File: config.mk
export PLATFORM = sky130hd
export DESIGN_NAME = nanov_spi_fetch
export DESIGN_NICKNAME = d
export VERILOG_FILES = /design/src/rtl/nanov_spi_fetch.sv
export SDC_FILE = /design/constraint.sdc
export NUM_CORES = 1
export LEC_CHECK = 0
export ABC_AREA = 1
export CORE_UTILIZATION = 55
export CTS_BUF_LIST = sky130_fd_sc_hd__clkbuf_8
export DETAILED_ROUTE_END_ITERATION = 7
export GPL_ROUTABILITY_DRIVEN = 0
export PLACE_DENSITY = 0.84
export SLEW_MARGIN = 20
export SYNTH_ARGS = -nofsm -noshare
export SYNTH_HDL_FRONTEND = slang
export SYNTH_SLANG_ARGS = --single-unit
File: constraint.sdc
create_clock -name clk -period 2.85 [get_ports clk]
set_input_delay 0.4275 -clock clk [delete_from_list [all_inputs] [get_ports clk]]
set_output_delay 0.4275 -clock clk [all_outputs]
set_load 0.02 [all_outputs]
File: src/rtl/nanov_spi_fetch.sv
// nanoV instruction fetch: streams 32-bit words from an SPI flash in READ (0x03)
// continuous mode into a 2-entry queue presented over a valid/ready handshake.
module nanov_spi_fetch #(
    parameter logic [23:0] RESET_ADDR = 24'h000000,
    parameter int unsigned DUMMY_BITS = 0
) (
    input  logic        clk,
    input  logic        rstn,
    output logic        o_spi_select,
    output logic        o_spi_clk_en,
    output logic        o_spi_out,
    input  logic        i_spi_data_in,
    input  logic        i_branch_valid,
    input  logic [23:0] i_branch_addr,
    output logic        o_instr_valid,
    input  logic        i_instr_ready,
    output logic [31:0] o_instr,
    output logic [23:0] o_instr_pc
);
    typedef enum logic [2:0] {
        S_DESEL,
        S_CMD,
        S_ADDR,
        S_DUMMY,
        S_DATA
    } state_t;

    localparam logic [7:0]  CMD_READ      = 8'h03;
    localparam logic [23:0] RESET_ALIGNED = {RESET_ADDR[23:2], 2'b00};
    localparam logic [4:0]  DUMMY_LAST    = 5'(DUMMY_BITS - 1);

    state_t      r_state;
    logic [4:0]  r_cnt;
    logic [23:0] r_addr;
    logic [31:0] r_shift;
    logic        r_spi_select;
    logic        r_spi_clk_en;
    logic        r_spi_out;
    logic [1:0]  r_count;
    logic        r_instr_valid;
    logic [31:0] r_head_data;
    logic [23:0] r_head_pc;
    logic [31:0] r_tail_data;
    logic [23:0] r_tail_pc;

    state_t      w_state_nxt;
    logic [4:0]  w_cnt_nxt;
    logic [23:0] w_addr_nxt;
    logic [31:0] w_shift_nxt;
    logic        w_push;
    logic        w_pop;
    logic [1:0]  w_count_nxt;
    logic        w_clk_en_nxt;
    logic        w_out_nxt;
    logic [31:0] w_word;
    logic        w_push_to_head;
    logic        w_unused_addr_bits;

    assign w_unused_addr_bits = &{1'b0, i_branch_addr[1:0]};

    assign w_pop  = r_instr_valid && i_instr_ready && !i_branch_valid;
    // Flash delivers b0 first in the top byte of the shifter; reorder to {b3,b2,b1,b0}.
    assign w_word = {w_shift_nxt[7:0], w_shift_nxt[15:8], w_shift_nxt[23:16], w_shift_nxt[31:24]};

    always_comb begin
        w_state_nxt = r_state;
        w_cnt_nxt   = r_cnt;
        w_shift_nxt = r_shift;
        w_push      = 1'b0;
        case (r_state)
            S_DESEL: begin
                w_state_nxt = S_CMD;
                w_cnt_nxt   = 5'd7;
            end
            S_CMD: begin
                if (r_cnt == 5'd0) begin
                    w_state_nxt = S_ADDR;
                    w_cnt_nxt   = 5'd23;
                end else begin
                    w_cnt_nxt = r_cnt - 5'd1;
                end
            end
            S_ADDR: begin
                if (r_cnt != 5'd0) begin
                    w_cnt_nxt = r_cnt - 5'd1;
                end else if (DUMMY_BITS != 0) begin
                    w_state_nxt = S_DUMMY;
                    w_cnt_nxt   = DUMMY_LAST;
                end else begin
                    w_state_nxt = S_DATA;
                    w_cnt_nxt   = 5'd31;
                end
            end
            S_DUMMY: begin
                if (r_cnt == 5'd0) begin
                    w_state_nxt = S_DATA;
                    w_cnt_nxt   = 5'd31;
                end else begin
                    w_cnt_nxt = r_cnt - 5'd1;
                end
            end
            S_DATA: begin
                if (r_spi_clk_en) begin
                    w_shift_nxt = {r_shift[30:0], i_spi_data_in};
                    if (r_cnt == 5'd0) begin
                        w_push    = 1'b1;
                        w_cnt_nxt = 5'd31;
                    end else begin
                        w_cnt_nxt = r_cnt - 5'd1;
                    end
                end
            end
            default: w_state_nxt = S_DESEL;
        endcase
        if (i_branch_valid) begin
            w_state_nxt = S_DESEL;
            w_push      = 1'b0;
        end
    end

    always_comb begin
        w_addr_nxt = r_addr;
        if (i_branch_valid) begin
            w_addr_nxt = {i_branch_addr[23:2], 2'b00};
        end else if (w_push) begin
            w_addr_nxt = r_addr + 24'd4;
        end
        w_count_nxt = i_branch_valid ? 2'd0 : (r_count + {1'b0, w_push} - {1'b0, w_pop});
        // A word boundary with both slots still occupied holds the flash clock.
        w_clk_en_nxt = (w_state_nxt != S_DESEL) &&
                       !((w_state_nxt == S_DATA) && (w_cnt_nxt == 5'd31) && (w_count_nxt == 2'd2));
        w_out_nxt = 1'b0;
        case (w_state_nxt)
            S_CMD:   w_out_nxt = CMD_READ[w_cnt_nxt[2:0]];
            S_ADDR:  w_out_nxt = r_addr[w_cnt_nxt];
            default: w_out_nxt = 1'b0;
        endcase
        w_push_to_head = (r_count == 2'd0) || ((r_count == 2'd1) && w_pop);
    end

    always_ff @(posedge clk) begin
        if (!rstn) begin
            r_state      <= S_DESEL;
            r_cnt        <= 5'd0;
            r_addr       <= RESET_ALIGNED;
            r_shift      <= 32'd0;
            r_spi_select <= 1'b1;
            r_spi_clk_en <= 1'b0;
            r_spi_out    <= 1'b0;
        end else begin
            r_state      <= w_state_nxt;
            r_cnt        <= w_cnt_nxt;
            r_addr       <= w_addr_nxt;
            r_shift      <= w_shift_nxt;
            r_spi_select <= (w_state_nxt == S_DESEL);
            r_spi_clk_en <= w_clk_en_nxt;
            r_spi_out    <= w_out_nxt;
        end
    end

    always_ff @(posedge clk) begin
        if (!rstn) begin
            r_count       <= 2'd0;
            r_instr_valid <= 1'b0;
            r_head_data   <= 32'd0;
            r_head_pc     <= 24'd0;
            r_tail_data   <= 32'd0;
            r_tail_pc     <= 24'd0;
        end else begin
            r_count       <= w_count_nxt;
            r_instr_valid <= (w_count_nxt != 2'd0);
            if (w_pop && (r_count == 2'd2)) begin
                r_head_data <= r_tail_data;
                r_head_pc   <= r_tail_pc;
            end
            if (w_push) begin
                if (w_push_to_head) begin
                    r_head_data <= w_word;
                    r_head_pc   <= r_addr;
                end else begin
                    r_tail_data <= w_word;
                    r_tail_pc   <= r_addr;
                end
            end
        end
    end

    assign o_spi_select  = r_spi_select;
    assign o_spi_clk_en  = r_spi_clk_en;
    assign o_spi_out     = r_spi_out;
    assign o_instr_valid = r_instr_valid;
    assign o_instr       = r_head_data;
    assign o_instr_pc    = r_head_pc;

endmodule

After elaboration in Yosys (flattened, before gate mapping) --
Memory sizes are Yosys's and may differ from the RTL's. Cells that the tools add are included.
Cells by class: muxes and demuxes 29, order comparisons 2, bitwise gates (word level) 2, equality and inequality tests 11, $add $sub $neg 4, reduce and logical (&&, ||, !) cells 20
Operators by type and width (number):
- 2-to-1 mux 32 bit | 5
- 2-to-1 mux 24 bit | 5
- case mux 5 bit (5 select lines) | 1
- adder 24 x 3 -> 24 bit (second input constant) | 1
- 2-to-1 mux 5 bit | 4
- case mux 3 bit (5 select lines) | 1
- 2-to-1 mux 3 bit | 4
- == test 3 x 2 -> 1 bit (second input constant) | 3
- logical AND 1 bit | 7
- == test 3 x 1 -> 1 bit (second input constant) | 2
- == test 3 bit (second input constant) | 2
- zero test 3 bit | 2
- < comparator 5 x 6 -> 1 bit (second input constant) | 1
- 2-to-1 mux 1 bit | 6
- binary-select mux 1 bit (select 5 bit) | 1
- == test 5 bit (second input constant) | 1
- zero test 5 bit | 1
- nonzero test 5 bit | 1
- subtractor 5 x 1 -> 5 bit (second input constant) | 1
- == test 2 bit (second input constant) | 2
- < comparator 3 x 4 -> 1 bit (second input constant) | 1
- nonzero test 2 bit | 2
- nonzero test 3 bit | 1
- adder 2 x 1 -> 2 bit | 1
- 10 further kinds | 12
Storage, ports and cells: output and inout port bits 60, memories kept 1, register bits after elaboration 182, memory bits (read-only) 8, bits of input ports 29, logic and storage cells 83
Memories:
- (name not given) | words 8, bits a word 1, read ports 1, clocked after Yosys merged registers in 0, write ports 0, RTL line 134 | S_CMD: w_out_nxt = CMD_READ[w_cnt_nxt[2:0]];

Depth between registers and ports, before layout --
Gate-level depths: netlist of run 1.
depth after elaboration 12, depth in mapped cells 15

Worst setup path before layout of run 1 --
Ideal clock, no wire load.
path type reg2reg, start register r_cnt[1], end register r_spi_clk_en, in the netlist o_spi_clk_en, setup time 0.081 ns, slack 0.485 ns, data arrival time 2.284 ns, clock period less this slack 2.365 ns, path buffers 0, stages on the path, launching flop included 15, data required time 2.769 ns, cells stage by stage dfxtp_1 -> inv_1 -> ha_1 -> nand3_2 -> nor2_8 -> inv_4 -> nor2_8 -> inv_4 -> ha_1 -> inv_1 -> ha_1 -> or2_2 -> nand3_1 -> nor3_1 -> a41oi_1
Between the ends: longest elaborated chain between the ends 12
RTL lines:
- from (decl) | RTL line 33 | logic [4:0] r_cnt;
- from (signal assigned) | RTL line 152 | r_cnt <= w_cnt_nxt;
- zero test 5 bit | RTL line 76, 95, 105
- 2-to-1 mux 1 bit | RTL line 105 | if (r_cnt == 5'd0) begin
- 2-to-1 mux 1 bit | RTL line 103 | if (r_spi_clk_en) begin
- 2-to-1 mux 1 bit | RTL line 70 | case (r_state)
- 2-to-1 mux 1 bit | RTL line 115 | if (i_branch_valid) begin
- adder 2 x 1 -> 2 bit | RTL line 128 | w_count_nxt = i_branch_valid ? 2'd0 : (r_count + {1'b0, w_push} - {1'b0, w_pop});
- subtractor 2 x 1 -> 2 bit | RTL line 128
- 2-to-1 mux 2 bit | RTL line 128
- == test 2 bit | RTL line 131 | !((w_state_nxt == S_DATA) && (w_cnt_nxt == 5'd31) && (w_count_nxt == 2'd2));
- logical AND 1 bit | RTL line 131
- zero test 1 bit | RTL line 131
- logical AND 1 bit (*) | RTL line 130 | w_clk_en_nxt = (w_state_nxt != S_DESEL) &&
- to (signal assigned) | RTL line 156 | r_spi_clk_en <= w_clk_en_nxt;
- to (decl) | RTL line 37 | logic r_spi_clk_en;
Mark *: on every way between the ends. The rest lies on a longest branch, timed or not. A chain may end at the register's enable or synchronous reset.

Worst setup path after layout of run 1 --
Ends and elaborated chain as after synthesis.

==> impl_results.md, run 1 <==
- Synth warn: 0
- Dpl cell area: 0.008947 mm^2
- Tightest Hold Check Type: input pin to register
- Reg clk slew, reported paths: 0.09 ns
- Avg Cell Area, Syn: 7.309 um^2
- R2R cell count: 14
- CP endpoint kind: register
- Initial core utilization: 56.84%
- Sequential cell area fraction in the yosys report: 44.65%
- CP dominant cell by count: ha_1
- DRT Wirelength: 19240 um
- Drt first pass iters: 6
- Skew-Pair Late Insertion Delay: 0.46 ns
- Slowest-stage cell, CP: dfxtp_1
- CTS tree: done
- Die ar.: 0.01500 mm^2
- Setup TNS: 0 ns
- CTS root buf: clkbuf_8
- Setup-failing EPs final: 0
- CP Cell Sequence: inv_1, ha_1, nand3_2, nor2_8, inv_4, nor2_8, inv_4, ha_1, inv_1, ha_1, or2_2, nand3_1, nor3_1, a41oi_1
- # diodes: 0
- CP Class: register to register
- Final Critical Period: 2.525 ns
- CP Launch Type: register
- RSZ-0062 raised after global routing: no
- Mapped Area: 0.007981 mm^2
- Residual DRC: 0
- CTS sink count: 178
- Worst EP arrival: 2.91 ns
- Status: completed
- Layout area overhead: 16.57%
- Die H: 122.5 um
- Worst Tran Pin Value: 0.7061 ns
- Finished Layout Cells: 1346
- Synth Net Count: 1125
- Synth Register Bits: 178
- IO buf count: 86
- Die Wd: 122.5 um
- Dpl cells: 1315
- Cts bufs inserted: 17
- Cells after Synth: 1092
- Power per cell area: 478.5 mW/mm^2
- Vias in the first global route: 6696
- Grt total ovfl: 0
- CP startpoint: r_cnt[1]
- FMAX: 396.1 MHz
- Core ar.: 0.01404 mm^2
- Nets@finish: 1187
- R2R Setup Slk: 0.33 ns
- Final Cycle Share: 88.59%
- Crit path capture: o_spi_clk_en
- Critical R2R Capture: o_spi_clk_en
- Hold buffer count at CTS: 0
- First-pass GRT wire length: 32130 um
- Tot GR Track Use: 27.07%
- DP HPWL: 12700 um
- Final Cell Area: 0.009304 mm^2
- Reg2Reg Launch Point: r_cnt[1]
- Max-cap violations: 0
- Initial antenna violation count: 0
- I/O pins: 89
- Pins Over Slew Limit: 0
- Slew Limit Headroom: 52.93%
- CP Max Fanout: 9
- DR iter-0 viols: 902
- Largest net degree at the start of global routing: 69
- CTS-repair resized insts: 0
- Antenna-violating nets left: 0
- CTS max path bufs: 2
- Layout cells sized above 1: 7.890%
- Routed WL per cell: 14.29 um
- Setup repair bufs after CTS: 0
- Final-report hold violation count: 0
- Via Count: 7454
- CP peak stage delay: 0.32 ns
- WP data required: 3.23 ns
- Pleak: 3.806 nW
- Final setup skew: 0.007951 ns
- Site Rows: 43
- Depth of the CTS H-tree: 4
- Peak VDD IR: 248.4 uV
- Min-Delay Path Depth: 3
- DR vias/cell: 5.538
- Yosys cell types: 37
==> metal layers <==
metal / GRT usage [%] / part of all wire [%] / up-vias
met5: 0 / 0 / -
met4: 8.765 / 1.9 / 0
met2: 42.38 / 45 / 301
li1: - / - / 3694
met1: 37.78 / 45 / 3419
met3: 4.600 / 7.7 / 40
==> sequential cells by signal, indices dropped and copies added (netlist names), 2 cells and up <==
| signal | flops |
|---|---|
| o_instr | 32 |
| r_shift | 32 |
| r_tail_data | 32 |
| o_instr_pc | 24 |
| r_addr | 22 |
| r_tail_pc | 22 |
| r_cnt | 5 |
| r_state | 3 |
| r_count | 2 |
==> critical path, delay by kind of cell (launching register included) <==
kind	cells	cell delay (ns)
buf+inv	4	0.26
compound gates	1	0.16
simple gates	6	1.05
fa+ha+maj	3	0.64
flops	1	0.32
==> logic make-up (layout without fill, tap and decap cells) <==
family                     count (synthesis)  in the layout  synth area share (%)
muxes                                      1              1                0.1254
DFF                                      178            178                 44.65
adders and majority gates                  4              4                0.6271
AOI/OAI and AO/OA                        300            300                 21.09
xor gates and xnor gates                  12             12                 1.317
buffers and inverters                    198            272                 10.38
and+or+nand+nor                          399            399                 21.82
==> final cells by class <==
class	instances	area (um^2)
clock buffer	19	261.5
clock inverter	12	95.09
fill	1179	4738
inverter	132	503.0
multi-input combinational	716	3602
sequential	178	3563
tap	180	225.2
timing repair buffer	109	1054
==> synth_stat cells <==
master | instances | area share, %
nand2_1 | 212 | 10
dfxtp_1 | 178 | 45
o21ai_0 | 141 | 8.8
inv_1 | 123 | 5.8
a21oi_1 | 103 | 6.5
nor2_1 | 85 | 4.0
nand3_1 | 53 | 3.3
clkbuf_1 | 34 | 1.6
a31oi_1 | 22 | 1.7
nand4_1 | 18 | 1.4
buf_2 | 17 | 1.1
o22ai_2 | 13 | 2.0
nor3_1 | 12 | 0.75
o21a_1 | 12 | 1.1
xor2_1 | 11 | 1.2
or2_2 | 8 | 0.63
buf_4 | 7 | 0.66
inv_2 | 5 | 0.24
buf_1 | 4 | 0.19
buf_6 | 4 | 0.56
ha_1 | 4 | 0.63
nor2_8 | 4 | 1.0
o211ai_1 | 4 | 0.38
inv_4 | 3 | 0.24
nand2_2 | 2 | 0.16
nor2_4 | 2 | 0.28
a21boi_0 | 1 | 0.094
a21oi_2 | 1 | 0.11
a221oi_1 | 1 | 0.11
a22oi_1 | 1 | 0.094
a41oi_1 | 1 | 0.11
clkinv_1 | 1 | 0.047
mux2i_1 | 1 | 0.13
nand3_2 | 1 | 0.13
nand3b_1 | 1 | 0.094
nor4_1 | 1 | 0.078
xnor2_1 | 1 | 0.11
==> through the flow <==
step | util, % | power [mW] | setup slack, ns | hold WS (ns)
2_1_floorplan | - | 2.799 | 0.4852 | 0.4216
3_3_place_gp | 63.72 | 2.904 | 0.2076 | 0.4285
3_5_place_dp | 63.72 | 2.911 | 0.1266 | 0.4347
4_1_cts | 66.26 | 4.461 | 0.3299 | 0.3154
5_1_grt | 66.26 | 4.623 | 0.08509 | 0.3252
6_report | 66.26 | 4.452 | 0.3253 | 0.3375
==> how the worst min path moves through the flow <==
stage / start / end
floorplan: r_tail_data[11] / r_tail_data[11]
global placement: r_tail_data[20] / r_tail_data[20]
detailed placement: r_tail_data[24] / r_tail_data[24]
CTS: rstn / r_tail_data[24]
global route: rstn / r_tail_data[31]
finish: rstn / r_tail_data[16]
==> placed cells by master, fill, tap and decap left out, drive strengths merged, types with 3 or more instances in the layout <==
cell type        n
nand2          214
dfxtp          178
o21ai          141
inv            137
a21oi          104
nor2            91
clkdlybuf4s50   85
nand3           54
buf             24
a31oi           22
clkbuf          19
nand4           18
o22ai           13
o21a            12
nor3            12
xor2            11
or2              8
o211ai           4
ha               4
clkinvlp         3
clkinv           3
==> where the power goes <==
| group | leakage, nW | internal (mW) | switching, mW |
|---|---|---|---|
| sequential | 1.44 | 2.51 | 0.0305 |
| combinational | 2.18 | 0.117 | 0.203 |
| clock | 0.189 | 0.720 | 0.870 |
(Power assumes the default switching activity.)
==> inputs of run 2 (changes only) <==
--- a/config.mk
+++ b/config.mk
@@ -10,6 +10,7 @@
 export CTS_BUF_LIST = sky130_fd_sc_hd__clkbuf_8
 export DETAILED_ROUTE_END_ITERATION = 7
 export GPL_ROUTABILITY_DRIVEN = 0
+export HOLD_SLACK_MARGIN = 0.15
 export PLACE_DENSITY = 0.84
 export SLEW_MARGIN = 20
 export SYNTH_ARGS = -nofsm -noshare
==> results of run 2 <==
No change in the layout: final DEF, timing and power equal those of run 1.
